File: src/rtl/lbist_pkg.sv
// Shared LBIST definitions: ORA state encoding,
// default MISR taps and the pattern counter width.
package lbist_pkg;

  typedef enum logic [1:0] {
    IDLE,
    RUN,
    COMPARE,
    DONE
  } state_e;

  localparam int unsigned MISR_POLY_DEF = 32'h1D;

  function automatic int cnt_width(input int n);
    return $clog2(n + 1);
  endfunction

endpackage

File: src/rtl/lbist_misr.sv
// Multiple-input signature register with seed load,
// compaction enable and parallel response input.
module lbist_misr #(
  parameter int           W    = 8,
  parameter logic [W-1:0] POLY = W'(32'h1D),
  parameter logic [W-1:0] SEED = '0
) (
  input  logic         clk,
  input  logic         rst,
  input  logic         load_i,
  input  logic         en_i,
  input  logic [W-1:0] data_i,
  output logic [W-1:0] sig_o
);

  logic [W-1:0] sig_q;
  logic [W-1:0] sig_d;
  logic         msb;

  assign msb   = sig_q[W-1];
  assign sig_o = sig_q;

  // Stage 0 always takes feedback; POLY[0] is ignored.
  always_comb begin
    sig_d = sig_q;
    if (load_i) begin
      sig_d = SEED;
    end else if (en_i) begin
      sig_d[0] = msb ^ data_i[0];
      for (int i = 1; i < W; i++) begin
        sig_d[i] = sig_q[i-1]
                 ^ (POLY[i] & msb)
                 ^ data_i[i];
      end
    end
  end

  always_ff @(posedge clk or posedge rst) begin
    if (rst) sig_q <= SEED;
    else     sig_q <= sig_d;
  end

endmodule

File: src/rtl/lbist_ora.sv
// LBIST output response analyzer: MISR compaction, pattern count, golden compare.
// Optional response masking via macro LBIST_ORA_XMASK_EN.
module lbist_ora
  import lbist_pkg::*;
#(
  parameter int               POS_W      = 239,
  parameter int               N_PATTERNS = 1024,
  parameter logic [POS_W-1:0] MISR_POLY  = POS_W'(MISR_POLY_DEF),
  parameter logic [POS_W-1:0] MISR_SEED  = '0,
  parameter logic [POS_W-1:0] GOLDEN_SIG = '0,
  parameter logic [POS_W-1:0] XMASK      = '0
) (
  input  logic             clk,
  input  logic             rst,
  input  logic             start,
  input  logic             resp_valid,
  input  logic [POS_W-1:0] pos,
  output logic             busy,
  output logic             test_over,
  output logic             go_nogo,
  output logic [POS_W-1:0] signature
);

  localparam int CNT_W = cnt_width(N_PATTERNS);
  localparam logic [CNT_W-1:0] LAST = CNT_W'(N_PATTERNS - 1);

  if (N_PATTERNS < 1) begin : g_bad_n
    $error("N_PATTERNS must be >= 1");
  end

  state_e           state_q, state_d;
  logic [CNT_W-1:0] cnt_q, cnt_d;
  logic             go_q, go_d;
  logic             load, step;
  logic [POS_W-1:0] pos_m;

`ifdef LBIST_ORA_XMASK_EN
  assign pos_m = pos & ~XMASK;
`else
  assign pos_m = pos;
  // Mask is only meaningful when masking is compiled in.
  if (XMASK != '0) begin : g_xmask_unused
  end
`endif

  always_comb begin
    state_d = state_q;
    cnt_d   = cnt_q;
    go_d    = go_q;
    load    = 1'b0;
    step    = 1'b0;
    unique case (state_q)
      IDLE, DONE: begin
        if (start) begin
          state_d = RUN;
          cnt_d   = '0;
          go_d    = 1'b0;
          load    = 1'b1;
        end
      end
      RUN: begin
        if (resp_valid) begin
          step  = 1'b1;
          cnt_d = cnt_q + CNT_W'(1);
          if (cnt_q == LAST) state_d = COMPARE;
        end
      end
      COMPARE: begin
        go_d    = (signature == GOLDEN_SIG);
        state_d = DONE;
      end
      default: state_d = IDLE;
    endcase
  end

  always_ff @(posedge clk or posedge rst) begin
    if (rst) begin
      state_q <= IDLE;
      cnt_q   <= '0;
      go_q    <= 1'b0;
    end else begin
      state_q <= state_d;
      cnt_q   <= cnt_d;
      go_q    <= go_d;
    end
  end

  assign busy      = (state_q == RUN) || (state_q == COMPARE);
  assign test_over = (state_q == DONE);
  assign go_nogo   = go_q;

  lbist_misr #(
    .W    (POS_W),
    .POLY (MISR_POLY),
    .SEED (MISR_SEED)
  ) u_misr (
    .clk    (clk),
    .rst    (rst),
    .load_i (load),
    .en_i   (step),
    .data_i (pos_m),
    .sig_o  (signature)
  );

endmodule

File: config.mk
export PLATFORM = sky130hd
export DESIGN_NAME = lbist_ora
export DESIGN_NICKNAME = d
export VERILOG_FILES = /design/src/rtl/lbist_pkg.sv /design/src/rtl/lbist_misr.sv /design/src/rtl/lbist_ora.sv
export SDC_FILE = /design/constraint.sdc
export NUM_CORES = 1
export LEC_CHECK = 0
export BUFFER_PORTS_ARGS = -buffer_cell sky130_fd_sc_hd__buf_2
export CAP_MARGIN = 10
export CORE_AREA = 2 2 188 190
export CTS_CLUSTER_DIAMETER = 50
export DETAILED_ROUTE_END_ITERATION = 8
export DIE_AREA = 0 0 190 192
export GPL_ROUTABILITY_DRIVEN = 0
export PLACE_DENSITY_LB_ADDON = 0.05
export SKIP_LAST_GASP = 1
export SYNTH_ARGS = -nofsm -noshare
export SYNTH_HDL_FRONTEND = slang
export SYNTH_HIERARCHICAL = 1
export SYNTH_SLANG_ARGS = --single-unit
File: constraint.sdc
create_clock -name clk -period 10.1 [get_ports clk]
set_clock_uncertainty 0.05 [all_clocks]
set_input_delay 1.515 -clock clk [delete_from_list [all_inputs] [get_ports clk]]
set_output_delay 1.515 -clock clk [all_outputs]
set_load 0.05 [all_outputs]
==> impl_metrics.csv <==
group,metric,value,unit
power_and_ir_drop,clockPowerShare,0.183,
clock_tree,htreeDepth,2,
power_and_ir_drop,seq_power_share,0.275,
layout,stdcell_count,2159,
setup_path,cp.required,10400,ps
detailed_routing,avgRoutedWirePerCell,19.8,µm
power_and_ir_drop,ir_drop,0.196,mV
global_route,grt.total_usage,0.227,
synth,synth_top_family_by_area,"compound AO/OA/AOI/OAI gates",
die,die-height,192,µm
clock_tree,cts.sinks,253,
status,status,"completed",
timing,slew_headroom,0.285,
power_and_ir_drop,p_int,3.47,mW
setup_path,critPathKind,"input pin to flip-flop",
detailed_routing,routed_wirelength,42800,µm
synth,synthFlopType,"dfrtp_1",
synth,yosysTopAreaCell,"dfrtp_1",
synth,yosysUniqueCellTypes,37,
synth,synth_fa_ha_area_frac,0.00457,
synth,synth_area_leaders,"dfrtp_1 46%, a211oi_2 19%, xnor2_1 15%, nor2_1 6.6%, nor4_1 2.9%",
synth,syn_nets,1461,
clock_tree,cts_tree,"yes",
setup_path,rrSetupSlack,6570,ps
timing,timing.final.ws_setup,6440,ps
layout,area_growth,28.4,%
synth,synthCells,1213,
synth,synthXorXnorAreaFrac,0.155,
power_and_ir_drop,netSwitchingPower,3.79,mW
synth,syn_area,13700,µm²
die,rows,68,
detailed_routing,vias,11000,
placed_design,numPortBuffers,484,
global_route,antenna_found_initial,18,
setup_path,end_kind,"flip-flop",
detailed_routing,drtPass1Iterations,5,
timing,drv_slew,0,
global_route,met3_usage,0.0570,
synth,async_flop_share,1.00,
setup_path,worstPathMaxFanout,67,
power_and_ir_drop,p_per_area,413,nW/µm²
die,io_pins,485,
timing,hold_viol_final,0,
synth,yosysWarnings,6,
clock_tree,clk_latency,520,ps
power_and_ir_drop,switching_share,0.522,
timing,worst_pin_slew,1070,ps
global_route,grt_pass1_wl,64300,µm
die,core_area,34300,µm²
global_route,met2_usage,0.367,
power_and_ir_drop,p_leak,7.53,nW
timing,fmax,273,MHz
placed_design,dpl_worst_slack,5890,ps
clock_tree,clock_path_buffers,3,
synth,ys_ff_latch,253,
detailed_routing,drtIter0Drc,569,
power_and_ir_drop,power_frac_comb,0.542,
worst_hold_path,hold_path.class,"flip-flop to flip-flop",
layout,fin_nets,1914,
synth,synthSimpleGateAreaFrac,0.120,
global_route,overflow,0,
timing,setup_tns,0,ps
setup_path,cp.arrival,3960,ps
die,die_w,190,µm
timing,finalSetupViolCount,0,
setup_path,worstSetupStartpointType,"input pin",
global_route,busiest_layer,"met2",
clock_tree,root_buffer,"clkbuf_16",
synth,synth_top_area_frac,0.462,
global_route,met1_usage,0.297,
detailed_routing,drc,0,
detailed_routing,antenna_left,0,
clock_tree,post_cts_buffers,0,
synth,synth_edf_count,0,
placed_design,dp_hpwl,31000,µm
clock_tree,cts_buffers,37,
clock_tree,ctsHoldBuffers,0,
synth,syn_area_per_cell,11.3,µm²
job,cap_violations,0,
synth,yosysSeqAreaShare,0.462,
die,die_area,36500,µm²
synth,yosys-mux-area-fraction,0.00631,
synth,synth_compound_area_frac,0.213,
global_route,first_global_vias,11000,
layout,drive_gt1_frac,0.456,
die,start_util,0.399,
global_route,grt_max_degree,111,
timing,grt_setup_unrepaired,"false",
timing,timing.final.crit_period,3660,ps
clock_tree,clk_pin_slew,50,ps
clock_tree,cts_resized,0,
placed_design,dp_cells,2082,
detailed_routing,avgViaCountPerCell,5.08,
timing,post-route-period-util,0.362,
[cell type report]
class	instances	area, µm²
diodes	12	30.0
clock buffers	45	1010
clock inverters	20	254
fillers	3308	16700
inverters	10	45.0
multi-input cells	868	6830
flip-flops and latches	253	6330
well taps	455	569
repair buffers	496	2510
[sequential cells by signal, indices dropped and copies added, names as in the netlist]
| name | count |
|---|---|
| go_nogo | 1 |
| state_q | 2 |
| cnt_q | 11 |
| u_misr/sig_o | 239 |
[synthesized netlist by cell type (all sizes together) (3+ instances only)]
library cell  instances
o21ai                14
nor2                240
a21oi                 4
and2                  3
inv                  10
nand2                10
nand4                18
buf                  81
xnor2               242
mux2i                 6
nor4                 63
ha                    5
nand2b                4
nand3                 6
dfrtp               253
a211oi              236
or3                   4
[through the flow]
stage / instance area [µm²] / util / hold WS, ps / power [mW]
floorplan: 13700 / - / 461 / 5.05
global placement: 16300 / 0.475 / 478 / 5.92
CTS: 17600 / 0.512 / 496 / 7.33
global route: 17600 / 0.513 / 529 / 7.67
detailed placement: 16300 / 0.475 / 488 / 5.96
finish: 17600 / 0.513 / 496 / 7.26
[final timing paths]
kind | startpoint | endpoint | cells past startpoint
max in group asynchronous | rst | u_misr/sig_o[224]$_DFFE_PP0P_ | 3
setup reg to reg | state_q[0]$_DFFE_PP0P_ | u_misr/sig_o[102]$_DFFE_PP0P_ | 6
hold reg to reg | go_nogo$_DFFE_PP0P_ | go_nogo$_DFFE_PP0P_ | 2
min in group asynchronous | rst | state_q[0]$_DFFE_PP0P_ | 2
hold / removal | go_nogo$_DFFE_PP0P_ | go_nogo$_DFFE_PP0P_ | 2
setup / recovery | start | u_misr/sig_o[102]$_DFFE_PP0P_ | 5
[critical path, cell delays in order]
cell and delay [ps]:
buf_2 110, and2_4 540, buf_4 680, buf_4 940, a211oi_1 110
[logic make-up (layout without fill, tap and decap cells)]
logic type / after synthesis / after routing
AOI/OAI and AO/OA: 257 / 257
xor gates and xnor gates: 242 / 242
adders and majority gates: 5 / 5
buffers and inverters: 92 / 571
DFF: 253 / 253
muxes: 8 / 8
other: 0 / 12
and+or+nand+nor: 356 / 356
[power groups by stage]
| stage | Clock (mW) | Sequential, mW | Combinational, mW |
|---|---|---|---|
| floorplan | 0 | 3.21 | 1.84 |
| global placement | 0 | 2.01 | 3.92 |
| detailed placement | 0 | 2.01 | 3.95 |
| CTS | 1.36 | 2.00 | 3.97 |
| global route | 1.41 | 2.07 | 4.19 |
| finish | 1.33 | 1.99 | 3.94 |
[per-layer routing]
| metal | up-vias | share of wire |
|---|---|---|
| li1 | 5221 | - |
| met1 | 5305 | 0.43 |
| met2 | 361 | 0.48 |
| met3 | 69 | 0.065 |
| met4 | 12 | 0.023 |
| met5 | - | 0.0019 |
[cell usage in the layout (no fill, tap or decap), types with 2 or more instances in the layout]
cell type   count
a211oi_1       32
a211oi_2      204
a21oi_1         4
a22o_1          2
and2_4          2
buf_2         484
buf_4          12
bufinv_16       5
clkbuf_1        5
clkbuf_16      39
clkinv_2        6
clkinv_4        3
clkinvlp_4      4
dfrtp_1       253
diode_2        12
ha_1            5
inv_1           9
inv_6           2
mux2i_1         6
nand2_1        10
nand2b_1        4
nand3_1         5
nand4_1        16
nand4_4         2
nor2_1        240
nor3_1          2
nor4_1         63
o21ai_0        13
or3_1           4
xnor2_1       242
No activity file was read; power rests on OpenSTA's default activity.
